File: src/rtl/flow_ram_rmw_if.sv
// Request / SRAM-side handshake bundle for the flow table read-modify-write engine.
// master = engine side, slave = requester + SRAM interface side.
`ifndef FLOW_RAM_ADDR_WIDTH
`define FLOW_RAM_ADDR_WIDTH 10
`endif
`ifndef FLOW_RAM_WORD_WIDTH
`define FLOW_RAM_WORD_WIDTH 72
`endif

interface flow_ram_rmw_if #(
  parameter int ADDR_W = `FLOW_RAM_ADDR_WIDTH,
  parameter int WORD_W = `FLOW_RAM_WORD_WIDTH,
  parameter int LEN_W  = 16,
  parameter int TS_W   = 24
);
  logic              req_valid;
  logic              req_ready;
  logic [ADDR_W-1:0] req_addr;
  logic [LEN_W-1:0]  req_len;
  logic [TS_W-1:0]   req_ts;
  logic              read_ready;
  logic              read_en;
  logic [ADDR_W-1:0] read_addr;
  logic [WORD_W-1:0] read_data;
  logic              read_data_new;
  logic              write_ready;
  logic              write_en;
  logic [ADDR_W-1:0] write_addr;
  logic [WORD_W-1:0] write_data;

  modport master (
    input  req_valid, req_addr, req_len, req_ts,
    input  read_ready, read_data, read_data_new, write_ready,
    output req_ready, read_en, read_addr, write_en, write_addr, write_data
  );

  modport slave (
    output req_valid, req_addr, req_len, req_ts,
    output read_ready, read_data, read_data_new, write_ready,
    input  req_ready, read_en, read_addr, write_en, write_addr, write_data
  );
endinterface

File: src/rtl/flow_ram_rmw_ctrl.sv
// Per-packet read-modify-write engine for the flow statistics table (pkt/bytes/last-ts).
// Define FLOW_RMW_SATURATE_EN to make the pkt and byte counters saturate instead of wrap.
`ifndef FLOW_RAM_ADDR_WIDTH
`define FLOW_RAM_ADDR_WIDTH 10
`endif
`ifndef FLOW_RAM_WORD_WIDTH
`define FLOW_RAM_WORD_WIDTH 72
`endif

module flow_ram_rmw_ctrl #(
  parameter int ADDR_W        = `FLOW_RAM_ADDR_WIDTH,
  parameter int PKT_W         = 16,
  parameter int BYTE_W        = 32,
  parameter int TS_W          = 24,
  parameter int LEN_W         = 16,
  parameter int INFLIGHT_BITS = 2
) (
  input  logic             clk,
  input  logic             reset,
  flow_ram_rmw_if.master   bus,
  output logic             err_orphan
);
  localparam int WORD_W = PKT_W + BYTE_W + TS_W;
  localparam int DEPTH  = 2**INFLIGHT_BITS;
  localparam int CNT_W  = INFLIGHT_BITS + 1;

  typedef logic [INFLIGHT_BITS-1:0] ptr_t;
  typedef logic [CNT_W-1:0]         cnt_t;

  typedef struct packed {
    logic [ADDR_W-1:0] addr;
    logic [LEN_W-1:0]  len;
    logic [TS_W-1:0]   ts;
  } ctx_t;

  typedef struct packed {
    logic [ADDR_W-1:0] addr;
    logic [WORD_W-1:0] word;
  } wr_t;

  typedef enum logic {ST_INIT, ST_RUN} state_t;

  state_t state, state_nxt;
  logic   req_ready, accept, whs, hazard;

  // in-flight table: ring allocated on accept, retired on write handshake (strictly in order)
  logic [DEPTH-1:0]             tbl_vld;
  logic [DEPTH-1:0][ADDR_W-1:0] tbl_addr;
  ptr_t                         tbl_wp, tbl_rp;
  cnt_t                         inflight;
  logic                         rel_vld;
  logic [ADDR_W-1:0]            rel_addr;

  ctx_t ctx_mem [DEPTH];
  ptr_t ctx_wp, ctx_rp;
  cnt_t ctx_cnt;
  logic ctx_pop, orphan;

  wr_t  wq_mem [DEPTH];
  ptr_t wq_wp, wq_rp;
  cnt_t wq_cnt;
  wr_t  wq_head;
  logic wq_nempty;

  ctx_t              hd;
  logic [PKT_W:0]    pkt_sum;
  logic [BYTE_W:0]   byte_sum;
  logic [PKT_W-1:0]  pkt_new;
  logic [BYTE_W-1:0] byte_new;
  logic [WORD_W-1:0] upd_word;
  logic              unused_ts;

  always_ff @(posedge clk) begin
    if (reset) state <= ST_INIT;
    else       state <= state_nxt;
  end

  always_comb begin
    state_nxt = state;
    req_ready = 1'b0;
    case (state)
      ST_INIT: state_nxt = ST_RUN;
      ST_RUN:  req_ready = bus.read_ready && (inflight < cnt_t'(DEPTH)) && !hazard;
    endcase
  end

  // the just-released address stays hazardous one more cycle for the SRAM write register
  always_comb begin
    hazard = rel_vld && (rel_addr == bus.req_addr);
    for (int i = 0; i < DEPTH; i++)
      if (tbl_vld[i] && (tbl_addr[i] == bus.req_addr)) hazard = 1'b1;
  end

  assign accept        = bus.req_valid && req_ready;
  assign bus.req_ready = req_ready;
  assign bus.read_en   = accept;
  assign bus.read_addr = accept ? bus.req_addr : '0;

  assign wq_nempty      = (wq_cnt != '0);
  assign wq_head        = wq_mem[wq_rp];
  assign bus.write_en   = wq_nempty;
  assign bus.write_addr = wq_nempty ? wq_head.addr : '0;
  assign bus.write_data = wq_nempty ? wq_head.word : '0;
  assign whs            = wq_nempty && bus.write_ready;

  assign ctx_pop = bus.read_data_new && (ctx_cnt != '0);
  assign orphan  = bus.read_data_new && (ctx_cnt == '0);

  always_ff @(posedge clk) begin
    if (reset) begin
      tbl_vld  <= '0;
      tbl_addr <= '0;
      tbl_wp   <= '0;
      tbl_rp   <= '0;
      inflight <= '0;
      rel_vld  <= 1'b0;
      rel_addr <= '0;
    end else begin
      if (accept) begin
        tbl_vld[tbl_wp]  <= 1'b1;
        tbl_addr[tbl_wp] <= bus.req_addr;
        tbl_wp           <= tbl_wp + ptr_t'(1);
      end
      if (whs) begin
        tbl_vld[tbl_rp] <= 1'b0;
        tbl_rp          <= tbl_rp + ptr_t'(1);
      end
      rel_vld  <= whs;
      rel_addr <= whs ? wq_head.addr : '0;
      inflight <= inflight + cnt_t'(accept) - cnt_t'(whs);
    end
  end

  always_ff @(posedge clk) begin
    if (reset) begin
      for (int i = 0; i < DEPTH; i++) ctx_mem[i] <= '0;
      ctx_wp     <= '0;
      ctx_rp     <= '0;
      ctx_cnt    <= '0;
      err_orphan <= 1'b0;
    end else begin
      if (accept) begin
        ctx_mem[ctx_wp] <= '{addr: bus.req_addr, len: bus.req_len, ts: bus.req_ts};
        ctx_wp          <= ctx_wp + ptr_t'(1);
      end
      if (ctx_pop) ctx_rp <= ctx_rp + ptr_t'(1);
      ctx_cnt <= ctx_cnt + cnt_t'(accept) - cnt_t'(ctx_pop);
      if (orphan) err_orphan <= 1'b1;
    end
  end

  assign hd       = ctx_mem[ctx_rp];
  assign pkt_sum  = {1'b0, bus.read_data[PKT_W-1:0]} + (PKT_W+1)'(1);
  assign byte_sum = {1'b0, bus.read_data[PKT_W +: BYTE_W]} + (BYTE_W+1)'(hd.len);

`ifdef FLOW_RMW_SATURATE_EN
  assign pkt_new  = pkt_sum[PKT_W]   ? '1 : pkt_sum[PKT_W-1:0];
  assign byte_new = byte_sum[BYTE_W] ? '1 : byte_sum[BYTE_W-1:0];
`else
  assign pkt_new  = pkt_sum[PKT_W-1:0];
  assign byte_new = byte_sum[BYTE_W-1:0];
`endif

  assign upd_word  = {hd.ts, byte_new, pkt_new};
  assign unused_ts = ^bus.read_data[WORD_W-1 -: TS_W];

  // the queue slot itself is the one-cycle update register
  always_ff @(posedge clk) begin
    if (reset) begin
      for (int i = 0; i < DEPTH; i++) wq_mem[i] <= '0;
      wq_wp  <= '0;
      wq_rp  <= '0;
      wq_cnt <= '0;
    end else begin
      if (ctx_pop) begin
        wq_mem[wq_wp] <= '{addr: hd.addr, word: upd_word};
        wq_wp         <= wq_wp + ptr_t'(1);
      end
      if (whs) wq_rp <= wq_rp + ptr_t'(1);
      wq_cnt <= wq_cnt + cnt_t'(ctx_pop) - cnt_t'(whs);
    end
  end
endmodule

File: src/flat_wrapper.sv
// flat-port wrapper written by rule: the top's interface ports become plain ports
module flow_ram_rmw_ctrl_flat 
#(
  parameter int ADDR_W        = `FLOW_RAM_ADDR_WIDTH,
  parameter int PKT_W         = 16,
  parameter int BYTE_W        = 32,
  parameter int TS_W          = 24,
  parameter int LEN_W         = 16,
  parameter int INFLIGHT_BITS = 2
)
  (clk, reset, err_orphan, bus_req_valid, bus_req_addr, bus_req_len, bus_req_ts, bus_read_ready, bus_read_data, bus_read_data_new, bus_write_ready, bus_req_ready, bus_read_en, bus_read_addr, bus_write_en, bus_write_addr, bus_write_data);
  flow_ram_rmw_if #(.ADDR_W(ADDR_W), .LEN_W(LEN_W), .TS_W(TS_W)) bus_i ();
  input  logic clk;
  input  logic reset;
  output logic err_orphan;
  input wire logic [$bits(bus_i.req_valid)-1:0] bus_req_valid;
  input wire logic [$bits(bus_i.req_addr)-1:0] bus_req_addr;
  input wire logic [$bits(bus_i.req_len)-1:0] bus_req_len;
  input wire logic [$bits(bus_i.req_ts)-1:0] bus_req_ts;
  input wire logic [$bits(bus_i.read_ready)-1:0] bus_read_ready;
  input wire logic [$bits(bus_i.read_data)-1:0] bus_read_data;
  input wire logic [$bits(bus_i.read_data_new)-1:0] bus_read_data_new;
  input wire logic [$bits(bus_i.write_ready)-1:0] bus_write_ready;
  output wire logic [$bits(bus_i.req_ready)-1:0] bus_req_ready;
  output wire logic [$bits(bus_i.read_en)-1:0] bus_read_en;
  output wire logic [$bits(bus_i.read_addr)-1:0] bus_read_addr;
  output wire logic [$bits(bus_i.write_en)-1:0] bus_write_en;
  output wire logic [$bits(bus_i.write_addr)-1:0] bus_write_addr;
  output wire logic [$bits(bus_i.write_data)-1:0] bus_write_data;
  assign bus_i.req_valid = bus_req_valid;
  assign bus_i.req_addr = bus_req_addr;
  assign bus_i.req_len = bus_req_len;
  assign bus_i.req_ts = bus_req_ts;
  assign bus_i.read_ready = bus_read_ready;
  assign bus_i.read_data = bus_read_data;
  assign bus_i.read_data_new = bus_read_data_new;
  assign bus_i.write_ready = bus_write_ready;
  assign bus_req_ready = bus_i.req_ready;
  assign bus_read_en = bus_i.read_en;
  assign bus_read_addr = bus_i.read_addr;
  assign bus_write_en = bus_i.write_en;
  assign bus_write_addr = bus_i.write_addr;
  assign bus_write_data = bus_i.write_data;
  flow_ram_rmw_ctrl #(.ADDR_W(ADDR_W), .PKT_W(PKT_W), .BYTE_W(BYTE_W), .TS_W(TS_W), .LEN_W(LEN_W), .INFLIGHT_BITS(INFLIGHT_BITS)) u_core (.clk(clk), .reset(reset), .bus(bus_i), .err_orphan(err_orphan));
endmodule
File: config.mk
export PLATFORM = sky130hd
export DESIGN_NAME = flow_ram_rmw_ctrl_flat
export DESIGN_NICKNAME = d
export VERILOG_FILES = /design/src/rtl/flow_ram_rmw_if.sv /design/src/rtl/flow_ram_rmw_ctrl.sv /design/src/flat_wrapper.sv
export SDC_FILE = /design/constraint.sdc
export NUM_CORES = 1
export LEC_CHECK = 0
export ABC_AREA = 0
export CORE_AREA = 2 2 253 255
export DETAILED_ROUTE_END_ITERATION = 7
export DIE_AREA = 0 0 255 257
export GPL_ROUTABILITY_DRIVEN = 0
export MAX_ROUTING_LAYER = met4
export PLACE_DENSITY = 0.68
export SLEW_MARGIN = 40
export SYNTH_ARGS = -nofsm -noshare
export SYNTH_HDL_FRONTEND = slang
export SYNTH_SLANG_ARGS = --single-unit
File: constraint.sdc
create_clock -name clk -period 14.1 [get_ports clk]
set_input_delay 1.41 -clock clk [delete_from_list [all_inputs] [get_ports clk]]
set_output_delay 1.41 -clock clk [all_outputs]
set_load 0.1 [all_outputs]
==> results of run 1 <==
-- sequential cells by signal, indices dropped and copies added, names as in the netlist, named ones only --
| register | count |
|---|---|
| u_core.err_orphan | 1 |
| u_core.wq_wp | 2 |
| u_core.tbl_rp | 2 |
| u_core.ctx_wp | 2 |
| u_core.ctx_rp | 2 |
| u_core.rel_addr | 10 |
| u_core.ctx_mem | 200 |
| u_core.ctx_cnt | 3 |
| u_core.wq_rp | 2 |
| u_core.wq_cnt | 3 |
| u_core.rel_vld | 1 |
| u_core.tbl_vld | 4 |
| u_core.tbl_addr | 40 |
| u_core.inflight | 3 |
| u_core.state | 1 |
| u_core.wq_mem | 328 |
| u_core.tbl_wp | 2 |
-- power by group --
| part | leakage [nW] | internal, W | switching [W] |
|---|---|---|---|
| registers | 6.14 | 0.00214 | 0.0000852 |
| logic | 4.88 | 0.000554 | 0.00148 |
| clock network | 1.05 | 0.000999 | 0.000708 |
-- final cells by class --
type | instances | area (sq um) | area share [%]
Tap cell | 846 | 1060 | 3.25
Clock inverter | 48 | 583 | 1.79
Timing Repair Buffer | 230 | 1780 | 5.45
Sequential cell | 610 | 17500 | 53.7
Multi-Input combinational cell | 1330 | 9860 | 30.2
Inverter | 77 | 289 | 0.886
Clock buffer | 65 | 1540 | 4.73
-- how the worst max path moves through the flow --
stage | startpoint | to | slack, ns | cells past startpoint
6_report | bus_req_addr[4] | bus_req_ready | 8.22 | 9
2_1_floorplan | bus_read_data_new | u_core.wq_mem[3][0] | 5.94 | 5
3_3_place_gp | bus_req_addr[3] | bus_req_ready | 7.62 | 9
5_1_grt | bus_req_addr[3] | bus_req_ready | 7.98 | 9
3_5_place_dp | bus_req_addr[2] | bus_read_addr[0] | 8.28 | 8
4_1_cts | bus_req_addr[4] | bus_req_ready | 8.26 | 9
-- through the flow --
step | instance area, sq um | power (W) | hold WS, ns
2_1_floorplan | 28100 | 0.00384 | 0.440
3_3_place_gp | 30900 | 0.00438 | 0.456
3_5_place_dp | 30500 | 0.00432 | 0.462
4_1_cts | 32600 | 0.00602 | 0.475
5_1_grt | 32600 | 0.00620 | 0.493
6_report | 32600 | 0.00597 | 0.472
-- cells by family (layout without fill, tap and decap cells) --
family	Yosys count	in the layout	synth area share, %
flops	610	610	62.3
xor+xnor	87	87	2.78
simple gates	884	884	14.3
fa+ha+maj	35	35	1.67
compound gates	145	145	3.67
mux	179	179	12.3
buf+inv	209	420	3.08
-- per-layer routing --
layer | routed length (um) | global-route usage [%]
met1 | 28200 | 28.2
met2 | 35000 | 36.8
met3 | 4420 | 2.75
met4 | 1360 | 4.95
met5 | 0 | -
-- cells in the mapped netlist (5+ instances only) --
master and count:
xor2_1 24, nand2b_1 6, mux4_2 132, buf_1 7, o21ai_1 5, buf_2 30, o21ai_0 5, nor3_1 25
nand4_1 11, and2_1 142, and4_1 7, nor2b_1 6, inv_1 74, a21oi_1 61, and3_1 11, nor4_1 12
nor2_1 417, o21ai_2 7, dfxtp_1 82, nor3b_1 5, edfxtp_1 528, xnor2_1 62, mux2i_1 45, nand3_1 29
or3_1 13, o211ai_1 5, buf_4 8, a211oi_1 5, a21o_1 7, nor2_2 5, clkbuf_1 85, o21a_1 5
nand2_1 183, ha_1 31
-- worst max-delay path, cell delays in order --
cell and delay, ns:
clkdlybuf4s50_1 0.85, xnor2_1 0.18, nand3_1 0.11, nor3_1 0.63, nor3_1 0.23, nand2_2 0.12, buf_4 0.57, inv_2 0.05
buf_2 0.31
==> results.cfg, run 1 <==
[worst_setup_path]
rrSetupSlack_ns = 9.68
cp-end-kind = output port
worstPathMaxFanout = 51
required_ns = 12.69
cp.arrival_ns = 4.47
worstReg2RegEnd = u_core.wq_mem[3][36]
crit_type = in2out
worstRegToRegCells = 11
start_kind = input port

[timing]
worstMarginPinSlew_ns = 0.817
fin_crit_ns = 5.88
rsz0062_at_grt = false
slew_headroom_pct = 45.5
setup-tns-final_ns = 0
setup_slack_ns = 8.22
fmax_mhz = 170
drv_slew = 0
final-setup-viol-count = 0
fin_crit_sh_pct = 41.7
finClkSkew_ns = 0.0375
hold_viol = 0

[power]
ir_drop_mv = 0.144
power.leakage_nw = 12.1
cellPowerDensity_mw_per_mm2 = 183

[clock_network]
cts_root_buf = clkbuf_16
htreeDepth = 2
cts_tree = done
cts.sinks = 610
post_cts_resized = 0
holdBufCountCts = 0
cts_buffer_depth = 3
clk_latency_ns = 0.65
cts_made_buffers = 61
cts_setup_buffers = 0
path_clk_slew_ns = 0.06

[synth]
ys_types = 73
yosysTopAreaCell = edfxtp_1
synth-main-ff-cell = edfxtp_1
yosysTopAreaCellShare_pct = 56.4
synth.net_count = 2312
syn_inst = 2149
synthTopCellsByArea = edfxtp_1 (56%), mux4_2 (11%), dfxtp_1 (5.8%), nor2_1 (5.6%), and2_1 (3.2%)
ys.warnings.count = 0
synth_edf_count = 528
yosys_register_bits = 610
syn_area_sq_mm = 0.0281
yosysSeqAreaShare_pct = 62.3
syn_avg_cell_area_sq_um = 13.1
synthArstFlopShare_pct = 0

[global_routing]
first_global_vias = 18033
grt_util_all_layers_pct = 21.8
grt_max_degree = 64
antenna_found_initial = 2
grt_overflow = 0
grt_pass1_wl_um = 105000

[route]
first_iter_violations = 1585
viasPerCell = 5.48
wl_per_cell_um = 21.5
ant_nets = 0
dr.pass1.iters = 5
drc = 0
vias = 17583
routed_wl_um = 69000

[cells_and_area]
fill_cells = 5200
final-instance-count-excl-fill = 3206
fin_nets = 2473
final_cell_mix = edfxtp_1 (528), nor2_1 (415), nand2_1 (177), and2_1 (142), mux4_2 (132)
area_growth_pct = 16.1
drive_above_1_share_pct = 17.4
num_antenna_cells = 0
post-route-util_pct = 52.0
final_common_cell = edfxtp_1

[min_path]
hold_end = u_core.err_orphan
holdCritStartpoint = u_core.err_orphan
hp-class = reg2reg
min_path_cells = 2

[die]
initial_core_util_pct = 44.8
die_y_um = 257
dieArea_sq_mm = 0.0655
die_w_um = 255
num_rows = 92
coreArea_sq_mm = 0.0627
io_pins = 224

[place]
io_buffers = 199
dpl_worst_slack_ns = 8.28
place_inst = 3093
dpl.hpwl_um = 42100

[run_status]
status = finished clean

[flow_run]
cap_violations = 0
Note: power is estimated with default switching activity, not from simulation.
==> inputs of run 2 (changes only) <==
==> constraint.sdc (replaced) <==
create_clock -name clk -period 5.7 [get_ports clk]
set_input_delay 0.57 -clock clk [delete_from_list [all_inputs] [get_ports clk]]
set_output_delay 0.57 -clock clk [all_outputs]
set_load 0.1 [all_outputs]
==> run 2 against run 1 <==
Effect of this change:
- sequential power increased by 150%
- worst setup slack got worse by 6.8 ns
- global-route usage about the same
- critical path depth unchanged
- critical path type is now reg2reg
- combinational power increased by 150%
==> results.cfg, run 2 (same netlist as run 1, synthesis figures left out) <==
[run_status]
status = finished clean

[cells_and_area]
final_cell_mix = edfxtp_1 (528), nor2_1 (415), nand2_1 (177), and2_1 (142), mux4_2 (132)
final_common_cell = edfxtp_1
area_growth_pct = 15.6
multi_input_area_sq_mm = 0.00988
final-instance-count-excl-fill = 3209
fin_nets = 2479
regMostFlops = u_core.wq_mem
largest_reg_flops = 328
final-seq-area_sq_mm = 0.0175
post-route-util_pct = 51.7
reg.largest.list = u_core.wq_mem: 328 flops, u_core.ctx_mem: 200 flops, u_core.tbl_addr: 40 flops
drive_above_1_share_pct = 16.9
fill_cells = 5303

[clock_network]
cts_made_buffers = 59
cts_tree = done
holdBufCountCts = 0
path_clk_slew_ns = 0.06
cts_buffer_depth = 3
cts_setup_buffers = 0
cts_root_buf = clkbuf_16
post_cts_resized = 0
clk_latency_ns = 0.66
cts.sinks = 610
htreeDepth = 2

[die]
io_pins = 224
die_y_um = 257
coreArea_sq_mm = 0.0627
initial_core_util_pct = 44.8
die_w_um = 255
num_rows = 92
dieArea_sq_mm = 0.0655

[global_routing]
grt_max_degree = 64
grt_util_all_layers_pct = 21.8
grt_overflow = 0
grt_pass1_wl_um = 105000
first_global_vias = 17783
antenna_found_initial = 2

[place]
dpl.hpwl_um = 43400
dpl_worst_slack_ns = 1.13
io_buffers = 199
place_inst = 3101

[worst_setup_path]
max_stage_delay_ns = 0.82
cp-end-kind = flip-flop
crit_type = reg2reg
start_kind = flip-flop
path_delay_family = compound AO/OA/AOI/OAI gates
rrSetupSlack_ns = 1.39
required_ns = 6.03
worstPathCellList = buf_4 -> mux4_2 -> ha_1 -> and4_1 -> nor2b_1 -> a211oi_2 -> nand2_1 -> a311oi_1 -> nor2_1
worstRegToRegCells = 9
crit_cells = 9
path_buf_inv = 1
worstPathMaxFanout = 29
critPathCapture = u_core.wq_mem[1][35]
cp.arrival_ns = 4.64
worstReg2RegEnd = u_core.wq_mem[1][35]
cp_slowest_cell = dfxtp_2

[route]
drc = 0
ant_nets = 0
dr.pass1.iters = 5
first_iter_violations = 1606
viasPerCell = 5.50
wl_per_cell_um = 21.6
routed_wl_um = 69200
vias = 17647

[power]
cellPowerDensity_mw_per_mm2 = 441
power.leakage_nw = 12.0
ir_drop_mv = 0.270

[timing]
hold_viol = 0
worstMarginPinSlew_ns = 0.843
setup-tns-final_ns = 0
slew_headroom_pct = 43.3
holdWs_ns = 0.470
fin_crit_ns = 4.31
finClkSkew_ns = 0.0661
setup_slack_ns = 1.39
fin_crit_sh_pct = 75.6
final-setup-viol-count = 0
rsz0062_at_grt = false
drv_slew = 0
fmax_mhz = 232

[min_path]
hp-class = reg2reg

[flow_run]
cap_violations = 0
run 2: final cells by class:
type | instances | area share, %
repair buffers | 238 | 5.82
diodes | 1 | 0.00771
clock buffers | 78 | 4.83
multi-input cells | 1330 | 30.4
flip-flops and latches | 610 | 53.9
inverters | 77 | 0.890
well taps | 846 | 3.26
clock inverters | 29 | 0.832
run 2: report_power, final:
group          total, W  switching (W)  internal, W
Combinational   0.00501        0.00362      0.00139
Sequential      0.00557       0.000267      0.00530
Clock           0.00372        0.00169      0.00204
Total            0.0143        0.00558      0.00873
run 2: worst min path at each step:
| stage | to | cells after the start | slack, ns | start |
|---|---|---|---|---|
| floorplan | u_core.tbl_vld[3] | 1 | 0.44 | u_core.tbl_vld[3] |
| detailed placement | u_core.tbl_vld[3] | 1 | 0.46 | u_core.tbl_vld[3] |
| CTS | u_core.tbl_vld[3] | 1 | 0.47 | u_core.tbl_vld[3] |
| global placement | u_core.tbl_addr[30] | 2 | 0.46 | u_core.tbl_addr[30] |
| global route | u_core.tbl_addr[30] | 2 | 0.49 | u_core.tbl_addr[30] |
| finish | u_core.tbl_vld[3] | 1 | 0.47 | u_core.tbl_vld[3] |
run 2: worst register-to-register path: cells and delay by family (launching register included):
family / cells / cell delay (ns)
flip-flops: 1 / 0.82
AO/OA/AOI/OAI: 2 / 1.18
multiplexers: 1 / 0.40
buffers and inverters: 1 / 0.33
AND/OR/NAND/NOR: 4 / 0.87
adder cells (fa/ha/maj): 1 / 0.39
run 2: per-layer routing:
metal  part of all wire [%]  track usage (%)  routed length, um
met5                      0                -                  0
met4                    2.3             6.09               1610
met2                     50             35.9              34800
met1                     41             28.7              28100
met3                    6.8             2.46               4700
run 2: stage by stage:
step	cell area (sq um)	total power (W)
after global placement	31000	0.0108
after global routing	32500	0.0149
after detailed placement	30600	0.0107
final	32500	0.0143
after CTS	32400	0.0144
after floorplan	28100	0.00950
==> inputs of run 3 (changes only) <==
--- a/config.mk
+++ b/config.mk
@@ -11,7 +11,7 @@
 export DIE_AREA = 0 0 255 257
 export GPL_ROUTABILITY_DRIVEN = 0
 export MAX_ROUTING_LAYER = met4
-export PLACE_DENSITY = 0.68
+export PLACE_DENSITY = 0.7
 export SLEW_MARGIN = 40
 export SYNTH_ARGS = -nofsm -noshare
 export SYNTH_HDL_FRONTEND = slang
==> constraint.sdc (replaced) <==
create_clock -name clk -period 3.9 [get_ports clk]
set_input_delay 0.39 -clock clk [delete_from_list [all_inputs] [get_ports clk]]
set_output_delay 0.39 -clock clk [all_outputs]
set_load 0.1 [all_outputs]
==> run 3 against run 2 <==
Effect of this change:
- worst setup slack worse by 1.3 ns
- total power grew 53%
- largest power group unchanged
- cell count increased by 1.2%
- largest cell class unchanged
- highest routed layer unchanged
- critical path type unchanged
- critical endpoint is now u_core.wq_mem[0][35]
- via count is 1.5% higher
==> results.cfg, run 3 (same netlist as run 1, synthesis figures left out) <==
[run_status]
status = finished clean

[route]
first_iter_violations = 1535
wl_per_cell_um = 21.3
routed_wl_um = 69300
dr.pass1.iters = 5
ant_nets = 0
drc = 0
viasPerCell = 5.51
vias = 17912

[timing]
hold_viol = 0
worstMarginPinSlew_ns = 0.803
drv_slew = 0
fin_crit_ns = 3.77
finClkSkew_ns = 0.0283
fin_crit_sh_pct = 96.6
final-setup-viol-count = 0
slew_headroom_pct = 46.4
fmax_mhz = 266
holdWs_ns = 0.400
setup-tns-final_ns = 0

[cells_and_area]
final_common_cell = edfxtp_1
final_cell_mix = edfxtp_1 (528), nor2_1 (415), nand2_1 (177), buf_4 (143), and2_1 (142)
fill_cells = 5053
reg.largest.list = u_core.wq_mem: 328 flops, u_core.ctx_mem: 200 flops, u_core.tbl_addr: 40 flops
area_growth_pct = 19.0
drive_above_1_share_pct = 18.7
fin_nets = 2515
largest_reg_flops = 328
post-route-util_pct = 53.3
regMostFlops = u_core.wq_mem
fin_area_sq_mm = 0.0334

[place]
io_buffers = 199
place_area_sq_mm = 0.0313
dpl.hpwl_um = 43000

[flow_run]
cap_violations = 0

[power]
ir_drop_mv = 0.413
p_sw_share_pct = 37.6
power.leakage_nw = 12.4
power_w = 0.0219
p_sw_w = 0.00826
pwr-share-clk_pct = 27.7
seqPwrFrac_pct = 36.5
cellPowerDensity_mw_per_mm2 = 656
p_comb_share_pct = 35.8
p_int_w = 0.0137

[min_path]
hp-class = in2reg

[global_routing]
antenna_found_initial = 2
grt_overflow = 0
grt_util_all_layers_pct = 21.9
grt_pass1_wl_um = 106000
met2_usage_pct = 36.8
grt_util_met3_pct = 3.04
grt_max_degree = 85
first_global_vias = 18501
grt_use_met1_pct = 27.6
top_usage_layer = met2

[die]
coreArea_sq_mm = 0.0627
io_pins = 224
dieArea_sq_mm = 0.0655
initial_core_util_pct = 44.8
die_y_um = 257
num_rows = 92
die_w_um = 255

[worst_setup_path]
cp-end-kind = flip-flop
path_delay_family = compound AO/OA/AOI/OAI gates
cp.arrival_ns = 4.14
path_buf_inv = 2
path_common_cell = buf_4
crit_type = reg2reg
worstPathMaxFanout = 15
cp_slowest_cell = mux4_2
max_stage_delay_ns = 0.62
required_ns = 4.27
start_kind = flip-flop
worstPathCellList = buf_4 -> mux4_2 -> ha_1 -> and3_1 -> a2bb2oi_2 -> nand2_1 -> a22o_1 -> a311oi_1 -> buf_4 -> nor2_1

[clock_network]
holdBufCountCts = 0
cts.sinks = 610
htreeDepth = 2
cts_made_buffers = 60
cts_root_buf = clkbuf_16
cts_buffer_depth = 3
cts_tree = done
clk_latency_ns = 0.65
path_clk_slew_ns = 0.06
run 3: cell count changes in the layout (fill, tap and decap cells not counted), moves of 2 or more:
| cell | delta |
|---|---|
| inv_16 | +2 |
| clkbuf_16 | +2 |
| clkbuf_2 | +3 |
| bufinv_16 | +7 |
| buf_4 | +98 |
| nand2_4 | +2 |
| clkbuf_1 | -12 |
| clkbuf_8 | +2 |
| buf_2 | -83 |
| clkinv_16 | -2 |
| buf_12 | +22 |
| buf_8 | -2 |
| nand2_8 | -2 |
| clkinv_4 | +3 |
run 3: worst paths after layout:
path	start	endpoint	slack, ns	cells past startpoint
max	flip-flop	u_core.wq_mem[0][35]	0.13	10
min	bus_read_data_new	u_core.err_orphan	0.40	3
max reg2reg	flip-flop	u_core.wq_mem[0][35]	0.13	10
min reg2reg	u_core.tbl_vld[3]	u_core.tbl_vld[3]	0.47	1
run 3: timing repair:
| action | 4_1_cts | 5_1_grt |
|---|---|---|
| gates resized for setup | 0 | 2 |
| endpoints found under the hold margin | 0 | 0 |
| endpoints found under the setup margin | 0 | 35 |
| buffers inserted | 0 | 9 |
run 3: through the flow:
step | instances | worst slack [ns]
global route | 3247 | -0.00268
finish | 3248 | 0.134
detailed placement | 3127 | 0.105
floorplan | 2149 | 0.00139
CTS | 3237 | 0.0972
global placement | 3127 | 0.213
run 3: cell type report:
class	instances	area [sq um]	area share, %
clock inverter	37	474	1.42
sequential	610	17500	52.4
tap	846	1060	3.17
clock buffer	73	1620	4.83
inverter	77	289	0.864
antenna	2	5.00	0.0150
timing repair buffer	273	2620	7.84
multi-input combinational	1330	9860	29.5
run 3: worst register-to-register path, cell delays in order (launching register included):
cell and delay (ns):
dfxtp_4 0.49, buf_4 0.24, mux4_2 0.62, ha_1 0.46
and3_1 0.29, a2bb2oi_2 0.36, nand2_1 0.24, a22o_1 0.26
a311oi_1 0.32, buf_4 0.19, nor2_1 0.04
run 3: power by group through the flow:
| stage | clock (W) | sequential (W) | combinational [W] |
|---|---|---|---|
| floorplan | 0 | 0.00803 | 0.00584 |
| global placement | 0 | 0.00811 | 0.00773 |
| detailed placement | 0 | 0.00816 | 0.00781 |
| CTS | 0.00617 | 0.00803 | 0.00784 |
| global route | 0.00642 | 0.00806 | 0.00828 |
| finish | 0.00608 | 0.00801 | 0.00785 |
run 3: layer usage:
metal	share of wire, %	vias to the layer above
met5	0	-
met4	2.5	0
met3	7.5	115
met2	51	748
met1	39	8928
li1	-	8121
